===== src/rtl/spi_slave_if.sv =====
`default_nettype none
// ============================================================================
// Module   : spi_slave_if
// Purpose  : Bundles the SPI pins and the byte-level TX/RX handshake of the
//            spi_slave block.
// Ports    : slave modport  - i_* inputs, o_* outputs (the DUT view)
//            master modport - mirror view for whatever drives the block
// Revision : 1.0 - initial release
// ============================================================================
interface spi_slave_if;
  logic       i_TX_DV;
  logic [7:0] i_TX_Byte;
  logic       o_TX_Pending;
  logic       o_RX_DV;
  logic [7:0] o_RX_Byte;
  logic       i_SPI_Clk;
  logic       i_SPI_CS_n;
  logic       i_SPI_MOSI;
  logic       o_SPI_MISO;
  logic       o_SPI_MISO_OE;

  modport slave (
    input  i_TX_DV, i_TX_Byte, i_SPI_Clk, i_SPI_CS_n, i_SPI_MOSI,
    output o_TX_Pending, o_RX_DV, o_RX_Byte, o_SPI_MISO, o_SPI_MISO_OE
  );

  modport master (
    output i_TX_DV, i_TX_Byte, i_SPI_Clk, i_SPI_CS_n, i_SPI_MOSI,
    input  o_TX_Pending, o_RX_DV, o_RX_Byte, o_SPI_MISO, o_SPI_MISO_OE
  );
endinterface
`default_nettype wire


===== src/rtl/spi_slave.sv =====
`default_nettype none
// ============================================================================
// Module   : spi_slave
// Purpose  : SPI slave (modes 0..3, MSB first) that oversamples the SPI pins
//            with the system clock and exchanges one byte per 8 SPI clocks.
// Ports    : i_Clk  - system clock, all state on its rising edge
//            i_Rst  - asynchronous active-high reset
//            bus    - spi_slave_if.slave: TX load (i_TX_DV/i_TX_Byte,
//                     o_TX_Pending), RX output (o_RX_DV/o_RX_Byte) and the
//                     SPI pins (SCLK, CS_n, MOSI, MISO, MISO_OE)
// Revision : 1.0 - initial release
// ============================================================================
module spi_slave #(
  parameter int SPI_MODE = 0
) (
  input wire          i_Clk,
  input wire          i_Rst,
  spi_slave_if.slave  bus
);

  localparam logic c_CPOL = ((SPI_MODE & 2) != 0);
  localparam logic c_CPHA = ((SPI_MODE & 1) != 0);

  typedef enum logic [0:0] {
    ST_IDLE   = 1'b0,
    ST_ACTIVE = 1'b1
  } state_t;

  // Synchronizers: s1/s2 resolve metastability, s3 only serves edge detection
  logic       sclk_s1_q, sclk_s2_q, sclk_s3_q;
  logic       cs_s1_q, cs_s2_q, cs_s3_q;
  logic       mosi_s1_q, mosi_s2_q;

  state_t     state_q;
  logic [2:0] bit_cnt_q;
  logic [7:0] rx_sr_q;
  logic [7:0] rx_byte_q;
  logic       rx_dv_q;
  logic [7:0] tx_sr_q;
  logic [7:0] tx_hold_q;
  logic       tx_pend_q;
  logic       miso_q;
  // Counts the first cycles after reset; the preset CS flops would otherwise
  // fake a falling edge when CS_n is already low at release.
  logic [1:0] flush_q;

  logic       w_lead, w_trail, w_sample, w_drive;
  logic       w_cs_fall, w_cs_rise;
  logic       w_last_bit, w_byte_start;
  logic [7:0] w_rx_next;
  logic [7:0] w_tx_load;

  assign w_lead    = (sclk_s2_q != c_CPOL) && (sclk_s3_q == c_CPOL);
  assign w_trail   = (sclk_s2_q == c_CPOL) && (sclk_s3_q != c_CPOL);
  assign w_sample  = c_CPHA ? w_trail : w_lead;
  assign w_drive   = c_CPHA ? w_lead  : w_trail;
  assign w_cs_fall = !cs_s2_q && cs_s3_q && (flush_q == 2'd3);
  assign w_cs_rise = cs_s2_q && !cs_s3_q;
  assign w_rx_next = {rx_sr_q[6:0], mosi_s2_q};

  assign w_last_bit   = (state_q == ST_ACTIVE) && !w_cs_rise && w_sample &&
                        (bit_cnt_q == 3'd7);
  assign w_byte_start = ((state_q == ST_IDLE) && w_cs_fall) || w_last_bit;
  // A load arriving in the byte-start cycle wins over the held byte
  assign w_tx_load    = bus.i_TX_DV ? bus.i_TX_Byte :
                        (tx_pend_q ? tx_hold_q : 8'h00);

  always_ff @(posedge i_Clk or posedge i_Rst) begin
    if (i_Rst) begin
      sclk_s1_q <= c_CPOL;
      sclk_s2_q <= c_CPOL;
      sclk_s3_q <= c_CPOL;
      cs_s1_q   <= 1'b1;
      cs_s2_q   <= 1'b1;
      cs_s3_q   <= 1'b1;
      mosi_s1_q <= 1'b0;
      mosi_s2_q <= 1'b0;
    end else begin
      sclk_s1_q <= bus.i_SPI_Clk;
      sclk_s2_q <= sclk_s1_q;
      sclk_s3_q <= sclk_s2_q;
      cs_s1_q   <= bus.i_SPI_CS_n;
      cs_s2_q   <= cs_s1_q;
      cs_s3_q   <= cs_s2_q;
      mosi_s1_q <= bus.i_SPI_MOSI;
      mosi_s2_q <= mosi_s1_q;
    end
  end

  always_ff @(posedge i_Clk or posedge i_Rst) begin
    if (i_Rst) begin
      state_q   <= ST_IDLE;
      bit_cnt_q <= 3'd0;
      rx_sr_q   <= 8'h00;
      rx_byte_q <= 8'h00;
      rx_dv_q   <= 1'b0;
      tx_sr_q   <= 8'h00;
      tx_hold_q <= 8'h00;
      tx_pend_q <= 1'b0;
      miso_q    <= 1'b1;
      flush_q   <= 2'd0;
    end else begin
      rx_dv_q <= 1'b0;
      if (flush_q != 2'd3) begin
        flush_q <= flush_q + 2'd1;
      end

      case (state_q)
        ST_IDLE: begin
          bit_cnt_q <= 3'd0;
          if (w_cs_fall) begin
            state_q <= ST_ACTIVE;
          end else begin
            miso_q <= 1'b1;
          end
        end
        ST_ACTIVE: begin
          if (w_cs_rise) begin
            // Abort: partial byte is dropped, pending TX byte is kept
            state_q   <= ST_IDLE;
            bit_cnt_q <= 3'd0;
            miso_q    <= 1'b1;
          end else begin
            if (w_sample) begin
              rx_sr_q   <= w_rx_next;
              bit_cnt_q <= bit_cnt_q + 3'd1;
              if (bit_cnt_q == 3'd7) begin
                rx_byte_q <= w_rx_next;
                rx_dv_q   <= 1'b1;
              end
            end
            // CPHA=0 already shows the MSB at byte start, so the trailing
            // edge right after the byte boundary (count back at 0) must not
            // advance the shifter.
            if (w_drive && (c_CPHA || (bit_cnt_q != 3'd0))) begin
              miso_q  <= c_CPHA ? tx_sr_q[7] : tx_sr_q[6];
              tx_sr_q <= {tx_sr_q[6:0], 1'b0};
            end
          end
        end
        default: state_q <= ST_IDLE;
      endcase

      if (w_byte_start) begin
        tx_sr_q   <= w_tx_load;
        miso_q    <= w_tx_load[7];
        tx_pend_q <= 1'b0;
      end else if (bus.i_TX_DV) begin
        tx_hold_q <= bus.i_TX_Byte;
        tx_pend_q <= 1'b1;
      end
    end
  end

  assign bus.o_RX_DV       = rx_dv_q;
  assign bus.o_RX_Byte     = rx_byte_q;
  assign bus.o_TX_Pending  = tx_pend_q;
  assign bus.o_SPI_MISO    = miso_q;
  assign bus.o_SPI_MISO_OE = ~cs_s2_q;

endmodule
`default_nettype wire


===== src/flat_wrapper.sv =====
// flat-port wrapper written by rule: the top's interface ports become plain ports
module spi_slave_flat 
#(
  parameter int SPI_MODE = 0
)
  (i_Clk, i_Rst, bus_i_TX_DV, bus_i_TX_Byte, bus_i_SPI_Clk, bus_i_SPI_CS_n, bus_i_SPI_MOSI, bus_o_TX_Pending, bus_o_RX_DV, bus_o_RX_Byte, bus_o_SPI_MISO, bus_o_SPI_MISO_OE);
  spi_slave_if bus_i ();
  input wire i_Clk;
  input wire i_Rst;
  input wire logic [$bits(bus_i.i_TX_DV)-1:0] bus_i_TX_DV;
  input wire logic [$bits(bus_i.i_TX_Byte)-1:0] bus_i_TX_Byte;
  input wire logic [$bits(bus_i.i_SPI_Clk)-1:0] bus_i_SPI_Clk;
  input wire logic [$bits(bus_i.i_SPI_CS_n)-1:0] bus_i_SPI_CS_n;
  input wire logic [$bits(bus_i.i_SPI_MOSI)-1:0] bus_i_SPI_MOSI;
  output wire logic [$bits(bus_i.o_TX_Pending)-1:0] bus_o_TX_Pending;
  output wire logic [$bits(bus_i.o_RX_DV)-1:0] bus_o_RX_DV;
  output wire logic [$bits(bus_i.o_RX_Byte)-1:0] bus_o_RX_Byte;
  output wire logic [$bits(bus_i.o_SPI_MISO)-1:0] bus_o_SPI_MISO;
  output wire logic [$bits(bus_i.o_SPI_MISO_OE)-1:0] bus_o_SPI_MISO_OE;
  assign bus_i.i_TX_DV = bus_i_TX_DV;
  assign bus_i.i_TX_Byte = bus_i_TX_Byte;
  assign bus_i.i_SPI_Clk = bus_i_SPI_Clk;
  assign bus_i.i_SPI_CS_n = bus_i_SPI_CS_n;
  assign bus_i.i_SPI_MOSI = bus_i_SPI_MOSI;
  assign bus_o_TX_Pending = bus_i.o_TX_Pending;
  assign bus_o_RX_DV = bus_i.o_RX_DV;
  assign bus_o_RX_Byte = bus_i.o_RX_Byte;
  assign bus_o_SPI_MISO = bus_i.o_SPI_MISO;
  assign bus_o_SPI_MISO_OE = bus_i.o_SPI_MISO_OE;
  spi_slave #(.SPI_MODE(SPI_MODE)) u_core (.i_Clk(i_Clk), .i_Rst(i_Rst), .bus(bus_i));
endmodule

===== config.mk =====
export PLATFORM = sky130hd
export DESIGN_NAME = spi_slave_flat
export DESIGN_NICKNAME = d
export VERILOG_FILES = /design/src/rtl/spi_slave_if.sv /design/src/rtl/spi_slave.sv /design/src/flat_wrapper.sv
export SDC_FILE = /design/constraint.sdc
export NUM_CORES = 1
export LEC_CHECK = 0
export ABC_AREA = 1
export ABC_CLOCK_PERIOD_IN_PS = 4550
export BUFFER_PORTS_ARGS = -buffer_cell sky130_fd_sc_hd__buf_4
export CAP_MARGIN = 0
export CORE_ASPECT_RATIO = 1.1
export CORE_MARGIN = 8
export CORE_UTILIZATION = 35
export DETAILED_ROUTE_END_ITERATION = 12
export GPL_TIMING_DRIVEN = 0
export HOLD_SLACK_MARGIN = 0.06
export PLACE_DENSITY_LB_ADDON = 0.05
export SYNTH_ARGS = -nofsm -noshare
export SYNTH_HDL_FRONTEND = slang
export SYNTH_SLANG_ARGS = --single-unit

===== constraint.sdc =====
create_clock -name i_Clk -period 4.55 [get_ports i_Clk]
set_input_delay 0.2275 -clock i_Clk [delete_from_list [all_inputs] [get_ports i_Clk]]
set_output_delay 0.2275 -clock i_Clk [all_outputs]
set_load 0.03 [all_outputs]

==> flow_summary.json, run 1 <==
{
  "status": "finished clean",
  "p_total_uw": 964.4,
  "num_rows": 29,
  "cpMostUsedCell": "ha_1",
  "switching_share_pct": 30.19,
  "cpPeakStageDelay_ns": 0.42,
  "antenna_left": 0,
  "netlist_instances": 225,
  "via_count": 1519,
  "wl_mm": 4.240,
  "synth-edff-count": 0,
  "fp.dieArea_sq_mm": 0.008667,
  "yosysMostFrequentCell": "nand2_1",
  "cts_setup_buffers": 0,
  "worstMarginPinSlew_ns": 0.5618,
  "die_w_um": 89.50,
  "first_pass_iters": 4,
  "synthAdderAreaFrac_pct": 2.407,
  "grt_max_degree": 30,
  "ys_ff_latch": 47,
  "cts_inserted_buffers": 5,
  "synthArstFlopShare_pct": 100.0,
  "synthTopCellsByArea": "dfrtp_1 52%, nand2_1 14%, o21ai_0 5.8%",
  "post-route-period-util_pct": 36.96,
  "start_kind": "flop",
  "syn_nets": 243,
  "grt_setup_unrepaired": "no",
  "netlist.area_leader.share_pct": 51.74,
  "worstHoldPathType": "input port to flop",
  "place_congestion": 0.7169,
  "num_io_pins": 26,
  "cts_resized": 0,
  "grt_antenna_before_repair": 0,
  "slowest_stage": "dfrtp_1",
  "crit_arrival_ns": 1.85,
  "layout-drive-gt1-share_pct": 23.95,
  "n_antenna_cell": 0,
  "comb_power_share_pct": 19.5,
  "wl_per_cell_um": 12.47,
  "syn2layout_area_growth_pct": 20.64,
  "portBuffers": 25,
  "cts_sinks": 47,
  "seqCellArea_sq_mm": 0.001181,
  "fillerInstances": 577,
  "drc_errors": 0,
  "max_freq_mhz": 594.7,
  "design.core.area_sq_mm": 0.005769,
  "setup_slack_ns": 2.868,
  "syn_area_per_cell_sq_um": 9.242,
  "post-dp-hpwl_mm": 3.139,
  "grt_pass1_vias": 1608,
  "skew_ns": 0.004717,
  "synth_top_family_by_area": "simple AND/OR/NAND/NOR gates",
  "synth-simple-area-share_pct": 22.98,
  "multi_input_comb_area_sq_um": 752.0,
  "drt_iter0_drc": 46,
  "slew_violations": 0,
  "cts-root-buf": "clkbuf_8",
  "drv_cap": 0,
  "internal_power_uw": 673.3,
  "cts_buffer_depth": 2,
  "muxShareOfSynthArea_pct": 0.5415,
  "place_ws_ns": 2.845,
  "final_util_pct": 43.48,
  "h-tree-depth": 2,
  "synth_warnings": 0,
  "worst-path-buf-inv": 2,
  "ys_types": 29,
  "period_minus_slack_ns": 1.682,
  "ys_seq_area_share_pct": 56.80,
  "die_y_um": 96.84,
  "synthTopCellsByCount": "77 x nand2_1, 43 x dfrtp_1, 26 x inv_1, 24 x o21ai_0, 12 x nand3_1",
  "hold_viol": 0,
  "seq_power_share_pct": 54.8,
  "cp.required_ns": 4.72,
  "overflow": 0,
  "power_leakage_uw": 0.001268,
  "start_util_pct": 36.04,
  "synth_compound_area_share_pct": 9.807,
  "path_cells": "ha_1 > ha_1 > inv_1 > a21oi_1 > nand2_2 > clkbuf_1 > o21ai_0",
  "switching_power_uw": 291.1,
  "critPathMaxFanout": 10,
  "max-vdd-ir-drop_uv": 174.3,
  "ys.flop_type": "dfrtp_1",
  "critPathKind": "flop to flop",
  "hold-worst-slack_ns": 0.1760,
  "endpoint_kind": "flop",
  "power_frac_clock_pct": 25.7,
  "cpLargestDelayFamily": "flip-flops",
  "netlist_area_sq_mm": 0.002079,
  "setup_tns_ns": 0,
  "cts_tree": "yes",
  "fin_nets": 280,
  "relSlewSlack_pct": 62.41,
  "viasPerCell": 4.468,
  "setup_viol": 0,
  "path_clk_slew_ns": 0.09,
  "p_per_area_mw_per_mm2": 384.4,
  "synth-xor-area-share_pct": 0.4212,
  "clkLatencyLatePin_ns": 0.29,
  "cts_hold_buf": 4,
  "yosysTopAreaCell": "dfrtp_1",
  "grt_usage_pct": 10.94,
  "grt_pass1_wl_mm": 7.431
}
worst min-delay path, delay by kind of cell:
kind	cells	cell delay [ns]
and+or+nand+nor	2	0.13
buffers and inverters	1	0.09
flip-flops by register name, indices dropped and copies added (netlist names), 2 cells and up:
name                  count
u_core.bus.o_RX_Byte      8
u_core.flush_q            2
u_core.bit_cnt_q          3
u_core.tx_hold_q          8
u_core.rx_sr_q            7
u_core.tx_sr_q            7
layout make-up:
cell class                      instances  share of cell area (%)
Tap cell                               77                   3.840
Sequential cell                        47                   47.08
Clock buffer                            6                   2.893
Buffer                                  4                   1.397
Clock inverter                          2                  0.4988
Timing Repair Buffer                   30                   9.875
Inverter                               29                   4.439
Multi-Input combinational cell        145                   29.98
per-layer routing:
metal	vias up	wire length [um]	share of wire (%)	global-route usage (%)
li1	781	-	-	-
met1	705	2041	48	13.81
met2	27	1961	46	16.96
met3	6	173	4.1	3.130
met4	0	65	1.5	4.231
met5	-	0	0	0
layout by cell type (no fill, tap or decap), types with 2 or more instances in the layout:
master         count
nor2_4             2
o21ai_2            7
nand2_1           77
nand2_4            2
inv_1             25
o21ai_0           24
dfrtp_1           43
clkbuf_1           2
inv_2              2
clkbuf_8           5
a21oi_1            2
dlygate4sd3_1      4
nand3_1           12
nor2_1             2
nand2_2            4
ha_1               4
buf_4             25
dfstp_2            4
power by group through the flow:
stage               Sequential [uW]  Clock (uW)  Combinational (uW)
floorplan                       535           0                 132
CTS                             529         260                 193
finish                          529         247                 188
detailed placement              536           0                 190
global route                    537         275                 225
global placement                535           0                 185
metrics by stage:
step / cells / instance area [sq um]
floorplan: 225 / 2079
global placement: 327 / 2364
detailed placement: 328 / 2384
CTS: 340 / 2509
global route: 340 / 2509
finish: 340 / 2509
path summary, 6_finish.rpt:
path | slack (ns) | to | depth (start not counted) | from
max in group asynchronous | 3.50 | u_core.cs_s3_q$_DFF_PP1_ | 4 | i_Rst
worst max register to register | 2.87 | u_core.bus.o_RX_Byte[2]$_DFFE_PP0P_ | 7 | u_core.bit_cnt_q[0]$_DFFE_PP0P_
worst max-delay path | 2.87 | u_core.bus.o_RX_Byte[2]$_DFFE_PP0P_ | 7 | u_core.bit_cnt_q[0]$_DFFE_PP0P_
min in group asynchronous | 0.48 | u_core.bus.o_RX_Byte[2]$_DFFE_PP0P_ | 3 | i_Rst
worst min register to register | 0.36 | u_core.sclk_s2_q$_DFF_PP0_ | 0 | u_core.sclk_s1_q$_DFF_PP0_
worst min-delay path | 0.18 | u_core.tx_hold_q[0]$_DFFE_PP0P_ | 3 | bus_i_TX_Byte[0]
logic make-up (layout without fill, tap and decap cells):
group,after synthesis,in the layout
AND/OR/NAND/NOR,104,104
flip-flops,47,47
AO/OA/AOI/OAI,35,35
buffers and inverters,33,71
adder cells (fa/ha/maj),4,4
XOR/XNOR,1,1
multiplexers,1,1
(Power assumes the default switching activity.)
==> inputs of run 2 (changes only) <==
--- a/config.mk
+++ b/config.mk
@@ -6,7 +6,7 @@
 export NUM_CORES = 1
 export LEC_CHECK = 0
 export ABC_AREA = 1
-export ABC_CLOCK_PERIOD_IN_PS = 4550
+export ABC_CLOCK_PERIOD_IN_PS = 1450
 export BUFFER_PORTS_ARGS = -buffer_cell sky130_fd_sc_hd__buf_4
 export CAP_MARGIN = 0
 export CORE_ASPECT_RATIO = 1.1
==> constraint.sdc (replaced) <==
create_clock -name i_Clk -period 1.45 [get_ports i_Clk]
set_input_delay 0.0725 -clock i_Clk [delete_from_list [all_inputs] [get_ports i_Clk]]
set_output_delay 0.0725 -clock i_Clk [all_outputs]
set_load 0.03 [all_outputs]
==> flow_summary.json, run 2 (synthesis results as in run 1) <==
{
  "cts_sinks": 47,
  "path_clk_slew_ns": 0.08,
  "setup_viol": 3,
  "fillerInstances": 537,
  "final_area_sq_mm": 0.002811,
  "layout_common_cells": "68 x nand2_1, 43 x dfrtp_1, 33 x buf_4",
  "post-dp-hpwl_mm": 2.984,
  "grt_usage_pct": 11.19,
  "final_util_pct": 48.73,
  "fin_nets": 298,
  "layout-drive-gt1-share_pct": 33.93,
  "path_depth": 10,
  "grt_antenna_before_repair": 0,
  "viasPerCell": 4.471,
  "worst-path-buf-inv": 2,
  "post-route-period-util_pct": 100.7,
  "drc_errors": 0,
  "drt_iter0_drc": 51,
  "power_frac_clock_pct": 25.1,
  "crit_arrival_ns": 1.65,
  "fp.dieArea_sq_mm": 0.008667,
  "portBuffers": 25,
  "overflow": 0,
  "die_w_um": 89.50,
  "comb_power_share_pct": 22.5,
  "endpoint_kind": "flop",
  "cts-root-buf": "clkbuf_8",
  "wl_mm": 4.428,
  "cpPeakStageDelay_ns": 0.40,
  "reg2reg_slack_ns": -0.01,
  "layout_commonest_cell": "nand2_1",
  "setup.worst_path.start": "u_core.bit_cnt_q[0]$_DFFE_PP0P_",
  "grt_pass1_wl_mm": 7.652,
  "max-vdd-ir-drop_uv": 534.6,
  "seq_power_share_pct": 52.4,
  "wl_per_cell_um": 12.40,
  "grt_max_degree": 30,
  "status": "finished with violations",
  "post_dp_cell_area_sq_mm": 0.002389,
  "n_antenna_cell": 0,
  "r2r-start": "u_core.bit_cnt_q[0]$_DFFE_PP0P_",
  "critPathKind": "flop to flop",
  "first_pass_iters": 4,
  "switching_power_uw": 952.5,
  "switching_share_pct": 29.99,
  "cpLargestDelayFamily": "flip-flops",
  "die_y_um": 96.84,
  "skew_ns": 0.008138,
  "hold_viol": 0,
  "clkLatencyLatePin_ns": 0.30,
  "via_count": 1596,
  "setup_slack_ns": -0.01002,
  "relSlewSlack_pct": 64.96,
  "slowest_stage": "dfrtp_1",
  "slew_violations": 0,
  "cts_buffer_depth": 2,
  "numPlacedInstances": 328,
  "start_kind": "flop",
  "design.core.area_sq_mm": 0.005769,
  "num_io_pins": 26,
  "p_per_area_mw_per_mm2": 1130,
  "num_rows": 29,
  "reg2reg_depth": 10,
  "fin_cells": 357,
  "antenna_left": 0,
  "path_cells": "ha_4 > ha_4 > inv_2 > a21oi_2 > nand2_4 > buf_4 > nand3_1 > nand2_1 > nand2_2 > nand2_1",
  "grt_pass1_vias": 1586,
  "seqCellArea_sq_mm": 0.001181,
  "grt_setup_unrepaired": "yes",
  "drv_cap": 0,
  "critPathMaxFanout": 6,
  "multi_input_comb_area_sq_um": 882.1,
  "syn2layout_area_growth_pct": 35.20,
  "worstMarginPinSlew_ns": 0.5236,
  "max_freq_mhz": 684.9,
  "power_leakage_uw": 0.001393,
  "internal_power_uw": 2224,
  "start_util_pct": 36.04,
  "violations": "negative setup slack",
  "cp.required_ns": 1.64,
  "r2r_end": "u_core.tx_sr_q[6]$_DFFE_PP0P_",
  "h-tree-depth": 2,
  "cts_inserted_buffers": 5,
  "period_minus_slack_ns": 1.460,
  "place_congestion": 0.7008,
  "cts_tree": "yes",
  "worstHoldPathType": "input port to asynchronous set/reset pin"
}
run 2: final cells by class:
type | instances | share of cell area (%)
flip-flops and latches | 47 | 42.01
well taps | 77 | 3.427
clock buffers | 6 | 2.937
clock inverters | 1 | 0.1780
plain buffers | 4 | 1.780
repair buffers | 48 | 14.33
multi-input cells | 145 | 31.38
inverters | 29 | 3.961
run 2: timing repair:
item                                   in CTS  in global routing
gates cloned                                1                  0
pin swaps                                   4                 14
setup endpoints to repair                  30                 33
resized for setup                          12                 29
setup buffers                               6                  2
hold buffers                               13                  0
endpoints found under the hold margin      25                  0
run 2: worst max-delay path by stage:
| stage | end | slack (ns) |
|---|---|---|
| floorplan | u_core.tx_sr_q[1]$_DFFE_PP0P_ | 0.007 |
| global route | u_core.tx_sr_q[4]$_DFFE_PP0P_ | -0.11 |
| CTS | u_core.tx_sr_q[4]$_DFFE_PP0P_ | -0.05 |
| detailed placement | u_core.tx_sr_q[4]$_DFFE_PP0P_ | -0.18 |
| global placement | u_core.tx_hold_q[4]$_DFFE_PP0P_ | -0.48 |
| finish | u_core.tx_sr_q[6]$_DFFE_PP0P_ | -0.01 |
run 2: power groups by stage:
stage / Clock (uW) / Sequential [uW] / Combinational [uW]
after floorplan: 0 / 1680 / 414
after global placement: 0 / 1680 / 580
after detailed placement: 0 / 1680 / 590
after CTS: 842 / 1650 / 655
after global routing: 897 / 1690 / 828
final: 797 / 1660 / 714
run 2: tightest hold or removal path: stages:
cell and delay (ns):
dlygate4sd3_1 0.54, buf_4 0.13, inv_2 0.32
run 2: layer usage:
metal  global-route usage, %  share of wire [%]  up-vias
met5                       0                  0        -
met3                   3.046                3.9        6
met1                   14.53                 47      753
met2                   17.08                 48       22
li1                        -                  -      815
met4                   4.231                1.5        0
run 2: through the flow:
step	total power [uW]	hold WS [ns]	TNS [ns]	setup WS [ns]
2_1_floorplan	2092	0.07698	0	0.007306
3_3_place_gp	2256	0.1806	-23.49	-0.4762
3_5_place_dp	2268	0.1132	-2.759	-0.1761
4_1_cts	3149	0.3386	-0.3215	-0.05334
5_1_grt	3419	0.3570	-1.463	-0.1057
6_report	3176	0.3316	-0.01615	-0.01002
